**config.mk**
```make
export PLATFORM = sky130hd
export DESIGN_NAME = if_fetch
export DESIGN_NICKNAME = d
export VERILOG_FILES = /design/src/rtl/if_fetch_pkg.sv /design/src/rtl/if_fetch_icache.sv /design/src/rtl/if_fetch.sv
export SDC_FILE = /design/constraint.sdc
export NUM_CORES = 2
export LEC_CHECK = 0
export ABC_AREA = 1
export BUFFER_PORTS_ARGS = -buffer_cell sky130_fd_sc_hd__buf_2
export CAP_MARGIN = 20
export CORE_MARGIN = 10
export CORE_UTILIZATION = 25
export DETAILED_ROUTE_END_ITERATION = 8
export HOLD_SLACK_MARGIN = 0.12
export PLACE_DENSITY = 0.48
export SLEW_MARGIN = 20
export SYNTH_ARGS = -nofsm -noshare
export SYNTH_HDL_FRONTEND = slang
export SYNTH_HIERARCHICAL = 1
export SYNTH_SLANG_ARGS = --single-unit
```
**constraint.sdc**
```tcl
create_clock -name clk -period 5.4 [get_ports clk]
set_input_delay 0.54 -clock clk [delete_from_list [all_inputs] [get_ports clk]]
set_output_delay 0.54 -clock clk [all_outputs]
set_load 0.02 [all_outputs]
```
**src/rtl/if_fetch_pkg.sv**
```systemverilog
`default_nettype none
// ============================================================================
//  Module   : if_fetch_pkg
//  Purpose  : Shared constants, bus widths and fetch-state encoding for the
//             instruction-fetch stage and its instruction cache.
//  Contents : RstEnable, Stop/NoStop, ZeroWord, InstAddrBus/InstBus widths,
//             fetch_state_e (S0..S4, DONE) and small state helper functions.
//  Revision : 1.0  initial release
// ============================================================================
package if_fetch_pkg;

  localparam logic        RstEnable   = 1'b1;
  localparam logic        Stop        = 1'b1;
  localparam logic        NoStop      = 1'b0;
  localparam int          InstAddrBus = 32;
  localparam int          InstBus     = 32;
  localparam logic [31:0] ZeroWord    = 32'h0000_0000;

  // In Sk (k = 0..3) byte k of the word is issued; S4 only waits for the
  // last byte to return; DONE presents the assembled word.
  typedef enum logic [2:0] {
    S0   = 3'd0,
    S1   = 3'd1,
    S2   = 3'd2,
    S3   = 3'd3,
    S4   = 3'd4,
    DONE = 3'd5
  } fetch_state_e;

  // Byte offset (relative to pc) issued while in the given state.
  function automatic logic [InstAddrBus-1:0] issue_offset(input fetch_state_e s);
    case (s)
      S1:      return 32'd1;
      S2:      return 32'd2;
      S3:      return 32'd3;
      default: return 32'd0;
    endcase
  endfunction

  // Buffer byte lane that the returning read lands in while in the given
  // state (one behind the issue index).
  function automatic logic [1:0] capture_lane(input fetch_state_e s);
    case (s)
      S2:      return 2'd1;
      S3:      return 2'd2;
      S4:      return 2'd3;
      default: return 2'd0;
    endcase
  endfunction

  // State following a granted issue.
  function automatic fetch_state_e issue_next(input fetch_state_e s);
    case (s)
      S0:      return S1;
      S1:      return S2;
      S2:      return S3;
      S3:      return S4;
      default: return s;
    endcase
  endfunction

endpackage : if_fetch_pkg
`default_nettype wire

```
**src/rtl/if_fetch_icache.sv**
```systemverilog
`default_nettype none
// ============================================================================
//  Module   : if_icache
//  Purpose  : Direct-mapped, one-word-per-line instruction cache.
//  Ports    : clk, rst        - clock, synchronous active-high clear of valids
//             rd_addr_i       - byte address to look up (combinational)
//             hit_o, rd_data_o- lookup result
//             we_i, wr_addr_i,
//             wr_data_i       - synchronous write port (aligned words only)
//  Revision : 1.0  initial release
// ============================================================================
module if_icache
  import if_fetch_pkg::*;
#(
  parameter int IDX_W = 5
) (
  input  logic                   clk,
  input  logic                   rst,
  input  logic [InstAddrBus-1:0] rd_addr_i,
  output logic                   hit_o,
  output logic [InstBus-1:0]     rd_data_o,
  input  logic                   we_i,
  input  logic [InstAddrBus-1:0] wr_addr_i,
  input  logic [InstBus-1:0]     wr_data_i
);

  localparam int ENTRIES = 1 << IDX_W;
  localparam int TAG_W   = InstAddrBus - IDX_W - 2;

  logic [ENTRIES-1:0] valid_q;
  logic [TAG_W-1:0]   tag_q  [ENTRIES];
  logic [InstBus-1:0] data_q [ENTRIES];

  logic [IDX_W-1:0]   rd_idx;
  logic [TAG_W-1:0]   rd_tag;
  logic [IDX_W-1:0]   wr_idx;
  logic [TAG_W-1:0]   wr_tag;
  logic [1:0]         unused_wr_lo;

  assign rd_idx       = rd_addr_i[IDX_W+1:2];
  assign rd_tag       = rd_addr_i[InstAddrBus-1:IDX_W+2];
  assign wr_idx       = wr_addr_i[IDX_W+1:2];
  assign wr_tag       = wr_addr_i[InstAddrBus-1:IDX_W+2];
  assign unused_wr_lo = wr_addr_i[1:0];

  // Only aligned words are ever stored, so a misaligned pc that shares an
  // index and tag with a cached word must not be served from it.
  assign hit_o     = valid_q[rd_idx] && (tag_q[rd_idx] == rd_tag) &&
                     (rd_addr_i[1:0] == 2'b00);
  assign rd_data_o = data_q[rd_idx];

  always_ff @(posedge clk) begin
    if (rst == RstEnable) begin
      valid_q <= '0;
    end else if (we_i) begin
      valid_q[wr_idx] <= 1'b1;
    end
  end

  // Tag/data arrays carry no reset; the valid bits alone gate their use.
  always_ff @(posedge clk) begin
    if (we_i) begin
      tag_q[wr_idx]  <= wr_tag;
      data_q[wr_idx] <= wr_data_i;
    end
  end

endmodule : if_icache
`default_nettype wire

```
**src/rtl/if_fetch.sv**
```systemverilog
`default_nettype none
// ============================================================================
//  Module   : if_fetch
//  Purpose  : Instruction-fetch stage. Owns the PC, fetches 32-bit
//             little-endian instructions over the shared 8-bit memory port
//             one byte per granted cycle, and short-cuts hits through a
//             direct-mapped instruction cache.
//  Ports    : clk, rst                         - clock, sync active-high reset
//             stall_i[0]                       - hold PC / IF (Stop = 1)
//             branch_flag_i, branch_target_i   - redirect from ID
//             mem_busy_i                       - MEM owns the port this cycle
//             mem_din_i                        - byte returned after an issue
//             mem_req_o, mem_addr_o            - byte read issue
//             if_pc_o, if_inst_o               - presented (pc, instruction)
//             stallreq_o                       - fetch incomplete
//  Revision : 1.0  initial release
// ============================================================================
module if_fetch
  import if_fetch_pkg::*;
#(
  parameter int                     ICACHE_IDX_W = 5,
  parameter logic [InstAddrBus-1:0] RESET_PC     = 32'h0000_0000
) (
  input  logic                   clk,
  input  logic                   rst,
  input  logic [5:0]             stall_i,
  input  logic                   branch_flag_i,
  input  logic [InstAddrBus-1:0] branch_target_i,
  input  logic                   mem_busy_i,
  input  logic [7:0]             mem_din_i,
  output logic                   mem_req_o,
  output logic [InstAddrBus-1:0] mem_addr_o,
  output logic [InstAddrBus-1:0] if_pc_o,
  output logic [InstBus-1:0]     if_inst_o,
  output logic                   stallreq_o
);

  fetch_state_e           state_q, state_d;
  logic [InstAddrBus-1:0] pc_q, pc_d;
  logic [InstBus-1:0]     buf_q, buf_d;
  logic                   inflight_q, inflight_d;
  logic                   fill_q, fill_d;   // first cycle in DONE

  logic                   cache_hit;
  logic [InstBus-1:0]     cache_data;
  logic                   cache_we;
  logic                   unused_stall;

  assign unused_stall = ^stall_i[5:1];

  if_icache #(
    .IDX_W (ICACHE_IDX_W)
  ) u_icache (
    .clk       (clk),
    .rst       (rst),
    .rd_addr_i (pc_q),
    .hit_o     (cache_hit),
    .rd_data_o (cache_data),
    .we_i      (cache_we),
    .wr_addr_i (pc_q),
    .wr_data_i (buf_q)
  );

  always_ff @(posedge clk) begin
    if (rst == RstEnable) begin
      state_q    <= S0;
      pc_q       <= RESET_PC;
      buf_q      <= ZeroWord;
      inflight_q <= 1'b0;
      fill_q     <= 1'b0;
    end else begin
      state_q    <= state_d;
      pc_q       <= pc_d;
      buf_q      <= buf_d;
      inflight_q <= inflight_d;
      fill_q     <= fill_d;
    end
  end

  always_comb begin
    state_d    = state_q;
    pc_d       = pc_q;
    buf_d      = buf_q;
    inflight_d = 1'b0;
    fill_d     = 1'b0;
    cache_we   = 1'b0;
    mem_req_o  = 1'b0;
    mem_addr_o = ZeroWord;
    if_pc_o    = pc_q;
    if_inst_o  = ZeroWord;
    stallreq_o = 1'b0;

    // The byte issued last cycle lands regardless of who owns the port now.
    if (inflight_q) begin
      buf_d[{capture_lane(state_q), 3'b000} +: 8] = mem_din_i;
    end

    case (state_q)
      S0, S1, S2, S3: begin
        if ((state_q == S0) && cache_hit) begin
          if_inst_o = cache_data;
          if (stall_i[0] == NoStop) begin
            pc_d = pc_q + 32'd4;
          end
        end else begin
          stallreq_o = 1'b1;
          if (!mem_busy_i) begin
            mem_req_o  = 1'b1;
            mem_addr_o = pc_q + issue_offset(state_q);
            inflight_d = 1'b1;
            state_d    = issue_next(state_q);
          end
        end
      end
      S4: begin
        stallreq_o = 1'b1;
        state_d    = DONE;
        fill_d     = 1'b1;
      end
      DONE: begin
        if_inst_o = buf_q;
        cache_we  = fill_q && (pc_q[1:0] == 2'b00);
        if (stall_i[0] == NoStop) begin
          pc_d    = pc_q + 32'd4;
          state_d = S0;
        end
      end
      default: begin
        state_d = S0;
      end
    endcase

    // A redirect abandons whatever is in progress, including a pending fill.
    if (branch_flag_i) begin
      pc_d       = branch_target_i;
      state_d    = S0;
      inflight_d = 1'b0;
      fill_d     = 1'b0;
      cache_we   = 1'b0;
    end

    if (rst == RstEnable) begin
      mem_req_o  = 1'b0;
      mem_addr_o = ZeroWord;
      if_pc_o    = ZeroWord;
      if_inst_o  = ZeroWord;
      stallreq_o = 1'b0;
      cache_we   = 1'b0;
    end
  end

endmodule : if_fetch
`default_nettype wire

```
# Yosys cells after proc, flatten, opt, wreduce, memory -nomap -nowiden
# Memory sizes are Yosys's and may differ from the RTL's. A register that Yosys moved wholly into a read port is not among the register bits.
# Index checks and enable logic that the tools add are counted.
# op_classes
eq_ne	11
bitwise	1
n_lt_le_gt_ge	2
n_reduce_logical	12
addsub	3
mux	45
n_shift	2
# ops
operator	count
two-way mux 32 bit	13
case mux 32 bit (2 select lines)	2
adder 32 x 3 -> 32 bit, second input constant	1
adder 32 bit	1
bitwise mux 32 bit	1
bitwise OR 32 bit	1
variable shift 8 x 7 -> 32 bit, first input constant	1
variable part select 8 x 7 -> 32 bit	1
== test 25 bit	1
two-way mux 5 bit	4
two-way mux 1 bit	14
case mux 2 bit (3 select lines)	2
case mux 3 bit (4 select lines)	1
two-way mux 3 bit	3
case mux 3 bit (3 select lines)	1
negator 5 -> 7 bit	1
== test 3 x 2 -> 1 bit, second input constant	2
== test 3 bit, second input constant	2
less-than comparator 5 x 6 -> 1 bit, second input constant	1
!= test 2 bit, second input constant	3
binary-select mux 1 bit (select 5 bit)	1
demux 1 bit (select 5 bit)	1
greater-or-equal comparator 5 x 1 -> 1 bit, second input constant	1
logical AND 1 bit	5
other kinds (12)	12
# totals
n_memories	2
ramBits	1824
output_inout_bits	98
reg_bits	101
wordCells	84
# mem_list
name	depth	width	read_ports	rd_clocked_by_memory_dff	write_ports	line	text
u_icache.data_q	32	32	1	1	1	if_fetch_icache.sv:32	logic [InstBus-1:0] data_q [ENTRIES];
u_icache.tag_q	32	25	1	1	1	if_fetch_icache.sv:31	logic [TAG_W-1:0] tag_q [ENTRIES];

# Longest topological paths before layout
# depth
word_depth	12
depth_mapped	27
depth_no_buf	25

# Cells and area by module
# The synthesis kept the hierarchy.
# by_module_without_submodules
module	n_inst	area_per_inst_um2	seq_area_each_um2	cells_per_inst
if_icache	1	73409.2	55413.1	5749
if_fetch	1	5230.0	1381.3	911

# Worst setup path after synthesis
# No wires, ideal clock.
# synth_timing
path_kind	input -> register
start	in branch_flag_i
end	mem u_icache.data_q[14][0], enable pin
slack_ns	0.758
setup_time_ns	0.473
cell_stages	9
t_arrival_ns	4.169
path_cell_list	buf_2 -> inv_2 -> buf_2 -> nand2_1 -> nor3_1 -> inv_1 -> nor3_1 -> inv_1 -> nor2_1
# synth_between
elab_chain_len	4
# synth_lines
item	line	text
from (decl)	if_fetch.sv:27	input logic branch_flag_i,
two-way mux 1 bit	if_fetch.sv:134	if (branch_flag_i) begin
two-way mux 1 bit	if_fetch.sv:142	if (rst == RstEnable) begin
named net cache_we	if_fetch.sv:46	logic cache_we;
two-way mux 1 bit	if_fetch_icache.sv:62	if (we_i) begin
two-way mux 1 bit (implied by the code)	if_fetch_icache.sv:64	data_q[wr_idx] <= wr_data_i;
to (decl)	if_fetch_icache.sv:32	
# The timed path passes the listed nets, and every way through them passes these cells.

# Worst setup path after layout
# layout_timing
start	reg pc_q[2]
end	out if_inst_o[9]
# layout_between
elab_chain_len	8
# layout_lines
item	line	text
from (decl)	if_fetch.sv:39	logic [InstAddrBus-1:0] pc_q, pc_d;
from (signal assigned)	if_fetch.sv:73	pc_q <= pc_d;
binary-select mux 1 bit (select 5 bit)	if_fetch_icache.sv:48	assign hit_o = valid_q[rd_idx] && (tag_q[rd_idx] == rd_tag) &&
two-way mux 1 bit (implied by the code)	if_fetch_icache.sv:48	
logical AND 1 bit (2 in series)	if_fetch_icache.sv:48	
named net cache_hit	if_fetch.sv:44	logic cache_hit;
logical AND 1 bit	if_fetch.sv:100	if ((state_q == S0) && cache_hit) begin
two-way mux 32 bit	if_fetch.sv:100	
case mux 32 bit (2 select lines)	if_fetch.sv:98	case (state_q)
two-way mux 32 bit	if_fetch.sv:142	
to (decl)	if_fetch.sv:34	output logic [InstBus-1:0] if_inst_o,
# The timed path passes the listed nets, and every way through them passes these cells. The select of a mux whose other input is x is not followed.

==> impl_metrics.json <==
{
  "ys_seq_elements": 1925,
  "synth_top_area_share": 0.697,
  "dr.max_layer_used": "met4",
  "syn_nets": 6718,
  "synth.area.top_cells": "edfxtp_1 (70%), nand2_1 (6.7%), nand3_1 (5.3%)",
  "endpoint_kind": "output port",
  "htreeDepth": 4,
  "place_congestion": 0.833,
  "syn_to_final_growth_pct": 19.2,
  "peakVddDrop_mv": 0.366,
  "antenna_found_initial": 15,
  "wl_met1_mm": 123,
  "min_path_type": "primary input to flip-flop",
  "r2r_setup_slack_ns": 0.87,
  "synth.avg_cell_area_um2": 11.8,
  "cp_slowest_stage_delay_ns": 0.41,
  "track_usage": 0.159,
  "cts_buffers": 193,
  "grt_max_degree": 175,
  "startpoint_type": "flip-flop",
  "fin_nets": 6990,
  "period_needed_ns": 5.24,
  "drc": 0,
  "dpl.hpwl_mm": 153,
  "yosysWarnings": 6,
  "p_per_area_nw_per_um2": 342,
  "total_leakage_power_nw": 31.7,
  "crit_buf_inv": 11,
  "synth_largest_area_cell": "edfxtp_1",
  "dr.pass1.iters": 6,
  "cp_data_arrival_time_ns": 4.70,
  "crit_top_cell": "nand2_1",
  "clock_path_buffers": 3,
  "p_total_mw": 32.0,
  "portBuffers": 142,
  "grt_pass1_vias": 53100,
  "grt_pass1_wl_mm": 396,
  "dpl_cell_area_um2": 85700,
  "chipHeight_um": 581,
  "required_ns": 4.86,
  "cts_sinks": 1925,
  "routed_wl_mm": 287,
  "die-width_um": 581,
  "critPathKind": "flip-flop to output port",
  "crit_family": "simple AND/OR/NAND/NOR gates",
  "cts_tree": "done",
  "seq_area_frac_synth": 0.722,
  "ant_nets": 0,
  "wl_met2_mm": 135,
  "path_max_fanout": 9,
  "via_per_inst": 4.98,
  "start_util": 0.252,
  "ys_types": 45,
  "skew_ns": 0.0383,
  "coreArea_um2": 312000,
  "grt-ovfl-total": 0,
  "wl_met3_mm": 18.7,
  "cp_slowest_cell": "dfxtp_4",
  "io_pins": 148,
  "vias": 56000,
  "rsz0062_at_grt": "yes",
  "setup_viol": 0,
  "clock_latency_ns": 0.83,
  "max-cap-violations": 0,
  "relSlewSlack": 0.247,
  "fin_crit_sh": 0.970,
  "cts_root_buf": "clkbuf_16",
  "fin_util": 0.300,
  "wl_per_cell_um": 25.5,
  "netlist_area_um2": 78600,
  "max_freq_mhz": 191,
  "fin_area_um2": 93700,
  "drive_gt1_frac": 0.125,
  "slew_viol_final": 0,
  "dieArea_um2": 337000,
  "worstMarginPinSlew_ns": 1.13,
  "hold_viol": 0,
  "postSynthCellCount": 6660,
  "path_clk_slew_ns": 0.06,
  "status": "complete, no violations",
  "rows": 205,
  "drt_iter0_markers": 6412
}
[flip-flops by register name (all words and copies together), names as in the netlist]
| register | flops |
|---|---|
| fill_q | 1 |
| u_icache/data_q | 1024 |
| buf_q | 32 |
| state_q | 3 |
| u_icache/tag_q | 800 |
| pc_q | 32 |
| inflight_q | 1 |
| u_icache/valid_q | 32 |
[cell type report]
class,instances,area [µm²]
Tap cell,4140,5180
Sequential cell,1925,56800
Clock buffer,249,5190
Antenna cell,6,15.0
Fill cell,31700,219000
Inverter,127,557
Multi-Input combinational cell,4172,19800
Clock inverter,108,963
Timing Repair Buffer,508,5150
Timing Repair inverter,5,75.1
[repair_timing]
| action | CTS | global route |
|---|---|---|
| setup buffers | 9 | 16 |
| cloned | 11 | 18 |
| setup endpoints to repair | 65 | 65 |
| gates resized for setup | 51 | 106 |
| pin swaps | 2 | 2 |
| endpoints found under the hold margin | 41 | 0 |
| hold buffers | 30 | 0 |
[metrics by stage]
step | setup TNS, ns | hold slack, ns | std cells | setup slack [ns]
detailed placement | 0 | 0.459 | 10800 | 0.168
CTS | -0.000623 | 0.122 | 11200 | -0.000623
global route | -0.165 | 0.165 | 11200 | -0.0297
finish | 0 | 0.179 | 11200 | 0.163
floorplan | 0 | 0.440 | 6660 | 0.758
global placement | 0 | 0.449 | 10800 | 0.0877
[synth_stat cells (all sizes together)]
cell type	count
clkinv	1
o221ai	190
o22ai	66
clkbuf	213
nor4	1
edfxtp	1824
nand3	828
o21ai	602
a31oi	35
nor3	22
xor2	4
a21boi	1
o21a	1
a211oi	2
dfxtp	101
a32oi	28
nand3b	13
or2	7
buf	223
o211ai	3
mux2i	1
inv	126
a21oi	106
and2	2
ha	7
nand4	3
nor2	836
fa	1
nand2	1413
[logic make-up after synthesis]
family	count (synthesis)	synth area share
DFF	1925	0.722
and+or+nand+nor	3125	0.166
muxes	1	0.000127
xor gates and xnor gates	4	0.000445
buffers and inverters	563	0.0319
adders and majority gates	8	0.00137
AOI/OAI and AO/OA	1034	0.0782
[cells in the final DEF, fill, tap and decap left out, types with 15 or more instances in the layout]
cell,n
inv_1,105
o22ai_1,66
nor2_1,774
bufinv_16,15
dlygate4sd3_1,30
dfxtp_1,94
a32oi_1,28
nand3_1,815
clkbuf_16,214
edfxtp_1,1824
o21ai_0,578
o221ai_1,190
nor2_4,40
buf_16,19
a31oi_1,35
buf_4,224
clkbuf_1,45
clkinv_2,29
nor2_2,20
buf_6,21
nor3_1,19
clkinv_1,51
o21ai_1,21
buf_2,129
a21oi_1,92
nand2_1,1398
buf_12,63
[layer usage]
metal	GRT usage	vias to the layer above
li1	-	24600
met1	0.215	28600
met2	0.259	2323
met3	0.0220	475
met4	0.0561	0
met5	0	-
[final timing paths]
check | startpoint | end | cells past startpoint
worst max-delay path | pc_q[2]$_SDFFE_PP0P_ | if_inst_o[9] | 28
worst min-delay path | mem_busy_i | state_q[1]$_SDFFE_PP0P_ | 4
worst max register to register | pc_q[4]$_SDFFE_PP0P_ | u_icache/data_q[4][25]$_DFFE_PP_ | 9
worst min register to register | u_icache/valid_q[20]$_SDFFE_PP0P_ | u_icache/valid_q[20]$_SDFFE_PP0P_ | 2
[report_power, final]
group	switching (mW)	total (mW)	internal, mW
Sequential	0.0395	16.3	16.2
Combinational	1.69	2.41	0.716
Clock	5.85	13.3	7.49
[tightest hold or removal path, cell delays in order]
cell and delay (ns):
buf_2 0.11, nand2_1 0.08, nand3_1 0.14, a211oi_1 0.09
Note: power is estimated with default switching activity, not from simulation.
